==> config.mk <==
export PLATFORM = sky130hd
export DESIGN_NAME = iter_div_unit
export DESIGN_NICKNAME = d
export VERILOG_FILES = /design/src/rtl/iter_div_unit.sv
export SDC_FILE = /design/constraint.sdc
export NUM_CORES = 1
export LEC_CHECK = 0
export ABC_CLOCK_PERIOD_IN_PS = 6100
export CORE_AREA = 2 2 151 153
export DETAILED_ROUTE_END_ITERATION = 12
export DIE_AREA = 0 0 153 155
export DONT_BUFFER_PORTS = 1
export GPL_ROUTABILITY_DRIVEN = 0
export PLACE_DENSITY = 0.75
export SYNTH_ARGS = -nofsm -noshare
export SYNTH_HDL_FRONTEND = slang
export SYNTH_SLANG_ARGS = --single-unit
==> constraint.sdc <==
create_clock -name clk -period 6.1 [get_ports clk]
set_input_delay 0.305 -clock clk [delete_from_list [all_inputs] [get_ports clk]]
set_output_delay 0.305 -clock clk [all_outputs]
set_load 0.03 [all_outputs]
==> src/rtl/iter_div_unit.sv <==
// Radix-2 restoring divide/remainder unit, one quotient bit per clock.
// Signed operands are divided as magnitudes and the result sign-corrected at the last step.
module iter_div_unit #(
    parameter int WIDTH = 32,
    parameter int CNT_W = $clog2(WIDTH) + 1
) (
    input  logic             clk,
    input  logic             reset,
    input  logic             start,
    input  logic             op_rem,
    input  logic             is_signed,
    input  logic [WIDTH-1:0] A,
    input  logic [WIDTH-1:0] B,
    output logic             busy,
    output logic             done,
    output logic [WIDTH-1:0] result,
    output logic             div_by_zero,
    output logic [1:0]       fsm_state
);

    typedef enum logic [1:0] {
        IDLE = 2'd0,
        RUN  = 2'd1,
        DONE = 2'd2
    } state_t;

    localparam logic [WIDTH-1:0] MIN_NEG = {1'b1, {(WIDTH-1){1'b0}}};

    // Handshake: start is accepted on any rising edge where the unit is in IDLE or
    // DONE; done pulses for one cycle with result/div_by_zero valid in that cycle.
    state_t           state;
    logic [WIDTH:0]   rem_q;
    logic [WIDTH-1:0] quo_q;
    logic [WIDTH-1:0] div_q;
    logic [CNT_W-1:0] cnt_q;
    logic             q_neg;
    logic             r_neg;
    logic             op_rem_q;
    logic             fast_q;
    logic [WIDTH-1:0] fast_res_q;
    logic             fast_dbz_q;

    assign fsm_state = state;

    // Operand conditioning at the capture edge
    logic             a_neg;
    logic             b_neg;
    logic [WIDTH-1:0] a_abs;
    logic [WIDTH-1:0] b_abs;
    logic             b_zero;
    logic             ovf;
    logic [WIDTH-1:0] fast_res;

    assign a_neg    = is_signed & A[WIDTH-1];
    assign b_neg    = is_signed & B[WIDTH-1];
    assign a_abs    = a_neg ? -A : A;
    assign b_abs    = b_neg ? -B : B;
    assign b_zero   = (B == '0);
    assign ovf      = is_signed & (A == MIN_NEG) & (B == '1);
    assign fast_res = b_zero ? (op_rem ? A : '1) : (op_rem ? '0 : A);

    // One restoring step; the WIDTH+1 bit difference carries the trial sign.
    logic [WIDTH:0]   shifted;
    logic [WIDTH:0]   diff;
    logic [WIDTH:0]   rem_nx;
    logic [WIDTH-1:0] quo_nx;
    logic [WIDTH-1:0] q_fix;
    logic [WIDTH-1:0] r_fix;
    logic [WIDTH-1:0] final_res;

    assign shifted   = {rem_q[WIDTH-1:0], quo_q[WIDTH-1]};
    assign diff      = shifted - {1'b0, div_q};
    assign rem_nx    = diff[WIDTH] ? shifted : diff;
    assign quo_nx    = {quo_q[WIDTH-2:0], ~diff[WIDTH]};
    assign q_fix     = q_neg ? -quo_nx : quo_nx;
    assign r_fix     = r_neg ? -rem_nx[WIDTH-1:0] : rem_nx[WIDTH-1:0];
    assign final_res = op_rem_q ? r_fix : q_fix;

    always_ff @(posedge clk or posedge reset) begin
        if (reset) begin
            state       <= IDLE;
            busy        <= 1'b0;
            done        <= 1'b0;
            result      <= '0;
            div_by_zero <= 1'b0;
            rem_q       <= '0;
            quo_q       <= '0;
            div_q       <= '0;
            cnt_q       <= '0;
            q_neg       <= 1'b0;
            r_neg       <= 1'b0;
            op_rem_q    <= 1'b0;
            fast_q      <= 1'b0;
            fast_res_q  <= '0;
            fast_dbz_q  <= 1'b0;
        end else begin
            done <= 1'b0;
            case (state)
                RUN: begin
                    if (fast_q) begin
                        result      <= fast_res_q;
                        div_by_zero <= fast_dbz_q;
                        state       <= DONE;
                        busy        <= 1'b0;
                        done        <= 1'b1;
                    end else begin
                        rem_q <= rem_nx;
                        quo_q <= quo_nx;
                        cnt_q <= cnt_q - 1'b1;
                        if (cnt_q == CNT_W'(1)) begin
                            result      <= final_res;
                            div_by_zero <= 1'b0;
                            state       <= DONE;
                            busy        <= 1'b0;
                            done        <= 1'b1;
                        end
                    end
                end
                default: begin
                    if (start) begin
                        quo_q      <= a_abs;
                        div_q      <= b_abs;
                        rem_q      <= '0;
                        cnt_q      <= CNT_W'(WIDTH);
                        q_neg      <= a_neg ^ b_neg;
                        r_neg      <= a_neg;
                        op_rem_q   <= op_rem;
                        fast_q     <= b_zero | ovf;
                        fast_res_q <= fast_res;
                        fast_dbz_q <= b_zero;
                        state      <= RUN;
                        busy       <= 1'b1;
                    end else begin
                        state <= IDLE;
                    end
                end
            endcase
        end
    end

endmodule

## After elaboration in Yosys (flattened, before gate mapping)

Cells that the tools add are included.

- $lt $le $gt $ge: 0
- Multiplexer cells: 32
- Bitwise gates (word level): 8
- Eq/ne operators: 6
- Divide/modulo/power cells: 0
- Shift-type cells: 0
- Multipliers: 0
- Add/subtract/negate cells: 6
- Reductions and logical operators: 7

Operators by type and width:

| operator | count |
|---|---|
| 32-bit two-way mux | 17 |
| 32-bit negation | 4 |
| 32-bit == test, second input constant | 2 |
| 33-bit by 32-bit subtractor with 33-bit output | 1 |
| 32-bit zero test | 1 |
| 6-bit two-way mux | 3 |
| 1-bit two-way mux | 9 |
| 2-bit AND reduction | 4 |
| 6-bit by 1-bit == test with 1-bit output, second input constant | 1 |
| 2-bit two-way mux | 3 |
| 6-bit by 1-bit subtractor with 6-bit output, second input constant | 1 |
| 1-bit AND | 4 |
| 2-bit nonzero test | 2 |
| 3-bit != test, second input constant | 1 |
| 2-bit by 1-bit == test with 1-bit output, second input constant | 1 |
| 2-bit != test, second input constant | 1 |
| 1-bit NOT | 2 |
| 1-bit bitwise OR | 1 |
| 1-bit XOR | 1 |

- Logic and storage cells: 74
- RAM bits: 0
- Input port bits: 69
- ROM bits: 0
- Latch bits: 0
- Output and inout bits: 37
- Bits in registers: 176
- Memories kept: 0

## Depth between registers and ports, before layout

Gate-level depths: netlist of run 1.

- Depth in word-level cells: 7
- Depth in mapped cells: 23
- Mapped depth without buffers: 20

## Worst setup path after synthesis of run 1

No wires, ideal clock.

- Path kind: register to register
- Start: register quo_q[31]
- End: register result[28]
- Buffers on the path: 3
- Setup time: 0.104 ns
- Slack: 0.693 ns
- Period minus slack after synthesis: 5.407 ns
- Required time: 5.996 ns
- Stages on the path, launching flop included: 24
- Data arrival time: 5.303 ns
- Path through: dfrtp_1 inv_1 ha_1 fa_1 nand2b_1 a21oi_2 o21ai_1 o31ai_2 o31ai_2 nand2_2 buf_2 buf_1 buf_1 nand2_1 o21ai_0 ha_1 nand4_1 nor4_1 nand3b_1 nor3b_1 o2111ai_1 nor4_1 mux2_1 a221oi_1

- Cells in the longest elaborated chain, start to end: 7
- Elaborated cells on any way between the ends: 10
- Those cells by class: add/sub: 3; mux: 6; bitwise: 1

RTL lines:

| item | line | source |
|---|---|---|
| from (decl) | 33 | `logic [WIDTH-1:0] quo_q;` |
| from (signal assigned) | 108 | `quo_q <= quo_nx;` |
| from (signal assigned) | 121 | `quo_q <= a_abs;` |
| 33-bit by 32-bit subtractor with 33-bit output | 72 | `assign diff = shifted - {1'b0, div_q};` |
| 32-bit two-way mux / 1-bit NOT (equally long branches) | 73, 74 |  |
| 32-bit negation, on equally long branches | 76, 75 |  |
| 32-bit two-way mux, on equally long branches | 76, 75 |  |
| 32-bit two-way mux * | 77 | `assign final_res = op_rem_q ? r_fix : q_fix;` |
| 32-bit two-way mux * | 110 | `if (cnt_q == CNT_W'(1)) begin` |
| 32-bit two-way mux * | 100 | `if (fast_q) begin` |
| to (signal assigned) | 101 | `result <= fast_res_q;` |
| to (signal assigned) | 111 | `result <= final_res;` |
| to (decl) | 16 | `output logic [WIDTH-1:0] result,` |

Mark *: on every way between the ends. The rest lies on a longest branch, timed or not. The select of a mux whose other input is x is not followed.
A chain may end at the register's enable or synchronous reset.

## Worst setup path in the final report of run 1

Same ends and word-level chain as after synthesis.

==> results of run 1 <==
synthesized netlist by cell type, types with 11 or more instances:
cell type	instances	area [um2]
o22ai_1	21	131.4
o21ai_0	190	950.9
nor3_1	26	130.1
nor2_1	115	431.7
nand4_1	28	175.2
o31ai_1	24	180.2
nand3_1	40	200.2
o21ai_1	11	55.05
ha_1	39	488.0
nand2_1	214	803.3
o211ai_1	13	97.59
a31oi_1	19	118.9
a21o_1	11	82.58
nand2b_1	20	125.1
and3_1	21	131.4
dfrtp_1	176	4404
clkbuf_1	82	307.8
a211oi_1	14	105.1
nor4_1	22	137.6
or3_1	17	106.4
a21oi_1	108	540.5
o41ai_1	14	122.6
buf_2	11	55.05
mux2i_1	26	260.3
xnor2_1	85	744.5
maj3_1	31	310.3
xor2_1	41	359.1
inv_1	85	319.1
worst register-to-register path, cell delays in order (launching register included):
cell	delay (ps)
dfrtp_1	360
inv_1	70
ha_1	220
fa_1	400
nand2b_1	190
a21oi_2	280
o21ai_1	190
o31ai_2	490
o41a_1	260
nand2_2	120
o21ai_0	340
ha_1	270
nand4_1	180
nor4_2	390
nand3b_1	130
nor3b_1	290
o2111ai_1	220
nor4_1	450
mux2_1	370
a221oi_1	280
area by class of cell:
cell class	instances	share of cell area, %
multi-input combinational	1285	57.81
sequential	176	31.77
clock buffer	18	3.168
tap	285	2.573
inverter	86	2.365
timing repair buffer	23	1.282
clock inverter	14	1.029
report_power, final:
group / switching, mW / internal (mW) / leakage [nW]
registers: 0 / 1.17 / 2.32
clock network: 0.541 / 0.555 / 0.279
logic: 0.0800 / 0.0430 / 3.30
total: 0.621 / 1.76 / 5.90
state kept, by name (all words and copies together) (netlist names):
register,cells
fast_res_q,32
busy,1
rem_q,32
fast_q,1
cnt_q,6
fsm_state,2
fast_dbz_q,1
q_neg,1
done,1
div_by_zero,1
result,32
r_neg,1
quo_q,32
op_rem_q,1
div_q,32
kinds of logic (layout without fill, tap and decap cells):
family          count (synthesis)  in the layout  synth area share, %
mux                            30             30                2.331
buf+inv                       184            141                5.407
simple gates                  551            551                19.81
flops                         176            176                33.63
xor+xnor                      126            126                8.426
fa+ha+maj                      71             71                6.248
compound gates                507            507                24.15
placed cells by master, fill, tap and decap left out, types with 28 or more instances in the layout:
master / count
nand3_1: 40
xor2_1: 41
inv_1: 84
o21ai_0: 190
xnor2_1: 85
dfrtp_1: 176
nor2_1: 114
a21oi_1: 108
ha_1: 39
nand4_1: 28
maj3_1: 31
nand2_1: 213
worst paths after layout:
path                       cells past startpoint  slack, ps            end     startpoint
setup / recovery                              19        530     result[28]      quo_q[31]
hold / removal                                 2          5          q_neg      is_signed
setup reg to reg                              19        530     result[28]      quo_q[31]
hold reg to reg                                2        480  fast_res_q[4]  fast_res_q[4]
max in group asynchronous                      3       4250     result[31]          reset
min in group asynchronous                      2        530       cnt_q[2]          reset
what timing repair did:
action | CTS | global route
hold endpoints to repair | 86 | 0
setup endpoints to repair | 0 | 1
gates resized for setup | 0 | 1
hold buffers | 2 | 0
stage by stage:
step | cells | util, % | setup WS (ps)
floorplan | 1645 | - | 693.1
global placement | 1853 | 59.62 | 875.8
CTS | 1887 | 62.33 | 549.5
detailed placement | 1853 | 59.62 | 573.8
global route | 1887 | 62.36 | 44.96
finish | 1887 | 62.36 | 532.6
routing by layer:
metal  vias up  global-route usage, %  wire (um)  share of wire [%]
li1       5810                      -          -                  -
met1      6040                  49.67      17520                 42
met2       643                  51.21      18060                 44
met3       103                  8.552       4396                 11
met4         4                  12.43       1385                3.3
met5         -                      0         43               0.10
==> flow_metrics.py, run 1 <==
metrics = {
    "run_status": {
        "status": "finished, final reports clean",
    },
    "timing": {
        "slew_violations": 0,
        "min_period_ps": 5567,
        "setup_tns_ps": 0,
        "skew_ps": 11.18,
        "setup_viol": 0,
        "rsz0062_at_grt": "no",
        "period_share_pct": 91.27,
        "max_freq_mhz": 179.6,
        "whs_ps": 4.942,
        "worst_pin_slew_ps": 1030,
        "slew_headroom_pct": 31.32,
        "final_hold_viol_count": 0,
    },
    "floorplan": {
        "dieWidth_um": 153,
        "die_y_um": 155,
        "num_io_pins": 106,
        "coreArea_um2": 22230,
        "die-area_um2": 23720,
        "start_util_pct": 58.92,
        "num_rows": 55,
    },
    "flow_run": {
        "maxCapViolCount": 0,
    },
    "setup_path": {
        "cp.arrival_ps": 5910,
        "crit_chain": "inv_1, ha_1, fa_1, nand2b_1, a21oi_2, o21ai_1, o31ai_2, o41a_1, nand2_2, o21ai_0, ha_1, nand4_1, nor4_2, nand3b_1, nor3b_1, o2111ai_1, nor4_1, mux2_1, a221oi_1",
        "start_kind": "flop",
        "path_buf_inv": 1,
        "crit_family": "compound AO/OA/AOI/OAI gates",
        "cp_slowest_stage_delay_ps": 480,
        "crit_path_max_fanout": 6,
        "crit_slowest_cell": "o31ai_2",
        "crit_required_ps": 6450,
        "crit_top_cell": "ha_1",
        "path_class": "reg2reg",
        "cp-end-kind": "flop",
    },
    "yosys": {
        "async_flop_share_pct": 100.0,
        "synth.ff_latch_count": 176,
        "ys_types": 77,
        "yosys_warnings": 0,
        "synth_enable_flop_cells": 0,
        "ys.flop_type": "dfrtp_1",
        "netlist_area_um2": 13100,
        "synth_nets": 1754,
        "syn_inst": 1645,
        "avgSynthCellArea_um2": 7.961,
        "seq_area_frac_synth_pct": 33.63,
    },
    "pwr": {
        "power_mw": 2.385,
        "power_density_nw_per_um2": 172.1,
        "cellLeakagePower_nw": 5.900,
        "ir_drop_mv": 0.1875,
    },
    "detailed_routing": {
        "drtIter0Drc": 1474,
        "num_vias": 12600,
        "wl_um": 41400,
        "post_drt_via_cell_ratio": 6.677,
        "dr.pass1.iters": 6,
        "wl_per_cell_um": 21.94,
        "drc": 0,
        "drtAntennaViolNets": 0,
    },
    "clocking": {
        "cts-buffers-inserted": 17,
        "clk_pin_slew_ps": 80,
        "worstSkewPairLatency_ps": 440,
        "ctsRootBufferMaster": "clkbuf_16",
        "cts_max_path_buffers": 2,
        "cts_tree": "built",
        "cts.htree.levels": 4,
        "post_cts_buffers": 0,
        "cts_num_sinks": 176,
    },
    "placement": {
        "io_buffers": 0,
        "dpl.hpwl_um": 30520,
        "place_area_um2": 13250,
    },
    "cells_and_area": {
        "stdcell_area_um2": 13860,
        "multi_input_area_um2": 8013,
        "area.growth.synth_to_final_pct": 5.837,
        "drive_gt1_share_pct": 5.243,
        "diodes": 0,
        "fin_nets": 1698,
        "regArea_um2": 4404,
        "nFillCells": 1973,
    },
    "global_route": {
        "grt_pass1_wl_um": 64920,
        "globalRouteTotalUtil_pct": 34.65,
        "grt_pass1_vias": 11620,
        "antenna_found_initial": 2,
        "overflow": 0,
        "grt_max_degree": 88,
    },
    "hold_path": {
        "hp-class": "in2reg",
    },
}
(Power assumes the default switching activity.)
==> run 2: changes to the inputs <==
--- a/config.mk
+++ b/config.mk
@@ -11,6 +11,7 @@
 export DIE_AREA = 0 0 153 155
 export DONT_BUFFER_PORTS = 1
 export GPL_ROUTABILITY_DRIVEN = 0
+export GPL_TIMING_DRIVEN = 0
 export PLACE_DENSITY = 0.75
 export SYNTH_ARGS = -nofsm -noshare
 export SYNTH_HDL_FRONTEND = slang
==> run 2 against run 1 <==
Core utilization is 1.5 points higher. Non-clock buffer count is 77 higher. Clock-buffer cell count stayed put. Register-to-register slack worse by 170 ps. Sequential share of layout area is 0.73 points lower. Largest power group unchanged. Sequential cell count stayed put. Die area stayed put. Global-route usage is 3.1 points higher. Highest routed layer is now met4. Maximum frequency is 2.9% lower. Via count is 5.2% higher.
==> flow_metrics.py, run 2 (synthesis gave the netlist of run 1 again) <==
metrics = {
    "detailed_routing": {
        "wl_per_cell_um": 23.01,
        "num_vias": 13250,
        "drc": 0,
        "post_drt_via_cell_ratio": 6.748,
        "wl_um": 45200,
        "drtIter0Drc": 1719,
        "drtAntennaViolNets": 0,
        "dr.pass1.iters": 7,
    },
    "pwr": {
        "cellLeakagePower_nw": 5.974,
        "p_comb_share_pct": 5.2,
        "swShare_pct": 25.77,
        "ir_drop_mv": 0.1809,
        "clockPowerShare_pct": 47.0,
        "power.internal_mw": 1.808,
        "p_switching_mw": 0.6277,
        "power_density_nw_per_um2": 171.7,
        "power_mw": 2.436,
        "pwr-share-seq_pct": 47.9,
    },
    "floorplan": {
        "die-area_um2": 23720,
        "coreArea_um2": 22230,
        "dieWidth_um": 153,
        "die_y_um": 155,
        "start_util_pct": 58.92,
        "num_rows": 55,
        "num_io_pins": 106,
    },
    "global_route": {
        "grt_max_degree": 121,
        "globalRouteTotalUtil_pct": 37.78,
        "antenna_found_initial": 1,
        "overflow": 0,
        "grt_pass1_vias": 12640,
        "grt_pass1_wl_um": 70150,
    },
    "cells_and_area": {
        "fin_cells": 1964,
        "layout_common_cells": "nand2_1 (214), o21ai_0 (188), dfrtp_1 (176)",
        "drive_gt1_share_pct": 4.765,
        "layout_commonest_cell": "nand2_1",
        "diodes": 0,
        "fin_nets": 1775,
        "area.growth.synth_to_final_pct": 8.331,
    },
    "timing": {
        "slew_headroom_pct": 41.82,
        "period_share_pct": 94.02,
        "slew_violations": 0,
        "timing.final.ws_setup_ps": 364.8,
        "max_freq_mhz": 174.4,
        "skew_ps": 12.71,
        "min_period_ps": 5735,
        "worst_pin_slew_ps": 864.8,
        "rsz0062_at_grt": "no",
        "final_hold_viol_count": 0,
        "setup_viol": 0,
    },
    "setup_path": {
        "start_kind": "flop",
        "cp_slowest_stage_delay_ps": 420,
        "crit_required_ps": 6440,
        "crit_path_start": "quo_q[31]",
        "crit_slowest_cell": "fa_1",
        "path_buf_inv": 3,
        "crit_chain": "inv_1, ha_1, fa_1, nand2b_1, a21oi_4, o21ai_1, o31ai_4, o41a_1, nand2_4, buf_4, buf_4, o21ai_2, ha_1, nand4_1, nor4_4, nand3b_1, nor3b_2, o2111ai_1, nor4_2, mux2_1, a221oi_1",
        "r2r-start": "quo_q[31]",
        "path_class": "reg2reg",
        "cp-end-kind": "flop",
        "crit_path_max_fanout": 13,
        "cp.arrival_ps": 6080,
        "crit_family": "compound AO/OA/AOI/OAI gates",
    },
    "clocking": {
        "ctsRootBufferMaster": "clkbuf_16",
        "worstSkewPairLatency_ps": 450,
        "cts_num_sinks": 176,
        "cts.htree.levels": 4,
        "cts_tree": "built",
        "cts-buffers-inserted": 17,
        "post_cts_buffers": 0,
        "clk_pin_slew_ps": 80,
        "cts_max_path_buffers": 2,
    },
    "placement": {
        "dpl.hpwl_um": 34860,
        "dp.cells": 1932,
        "io_buffers": 0,
        "pre_cts_ws_ps": -705.5,
    },
    "hold_path": {
        "hp-start": "B[31]",
        "hp-class": "in2reg",
    },
    "flow_run": {
        "maxCapViolCount": 0,
    },
    "run_status": {
        "status": "finished, final reports clean",
    },
}
## run 2: cell count changes in the layout (fill, tap and decap cells not counted), moves of 3 or more
cell      change
buf_2         +9
clkinv_4      -3
clkbuf_1     +82
buf_4        -17
inv_8         +3
## run 2: final timing paths
kind,depth (start not counted),end,slack (ps)
worst max-delay path,21,result[28],360
worst min-delay path,2,div_q[31],10
worst max register to register,21,result[28],360
worst min register to register,2,fast_res_q[21],480
max in group asynchronous,3,fast_res_q[9],4760
min in group asynchronous,2,div_q[4],390
## run 2: what timing repair did
action,4_1_cts,5_1_grt
pin swaps,0,1
gates resized for setup,9,10
endpoints found under the hold margin,56,0
hold buffers,1,0
endpoints found under the setup margin,12,4
## run 2: cell type report
class / count / area, um2
Tap cell: 285 / 356.6
Multi-Input combinational cell: 1285 / 8054
Clock buffer: 18 / 439.2
Inverter: 86 / 330.3
Fill cell: 1944 / 8040
Buffer: 97 / 392.9
Timing Repair Buffer: 3 / 42.54
Sequential cell: 176 / 4404
Clock inverter: 14 / 167.7
## run 2: layer usage
metal  up-vias  share of wire, %  wire, um  global-route usage, %
li1       5961                 -         -                      -
met1      6269                40     18260                  51.95
met2       861                42     19100                  55.52
met5         -                 0         0                      0
met4         0               4.7      2116                  17.33
met3       163                13      5730                  10.75
## run 2: power groups by stage
| stage | Clock [mW] | Combinational [mW] | Sequential (mW) |
|---|---|---|---|
| global placement | 0 | 0.119 | 1.19 |
| global route | 1.17 | 0.138 | 1.17 |
| floorplan | 0 | 0.0902 | 1.19 |
| detailed placement | 0 | 0.124 | 1.19 |
| finish | 1.14 | 0.126 | 1.17 |
| CTS | 1.14 | 0.125 | 1.17 |
## run 2: stage by stage
stage          utilization, %  hold slack (ps)  cell area [um2]  setup TNS (ps)
6_report                63.83            12.68            14190               0
5_1_grt                 63.83            20.93            14190               0
4_1_cts                 63.59            11.43            14130               0
3_5_place_dp            60.70            208.7            13490           -3076
3_3_place_gp            60.52            455.7            13450         -180600
2_1_floorplan               -            437.7            13100               0
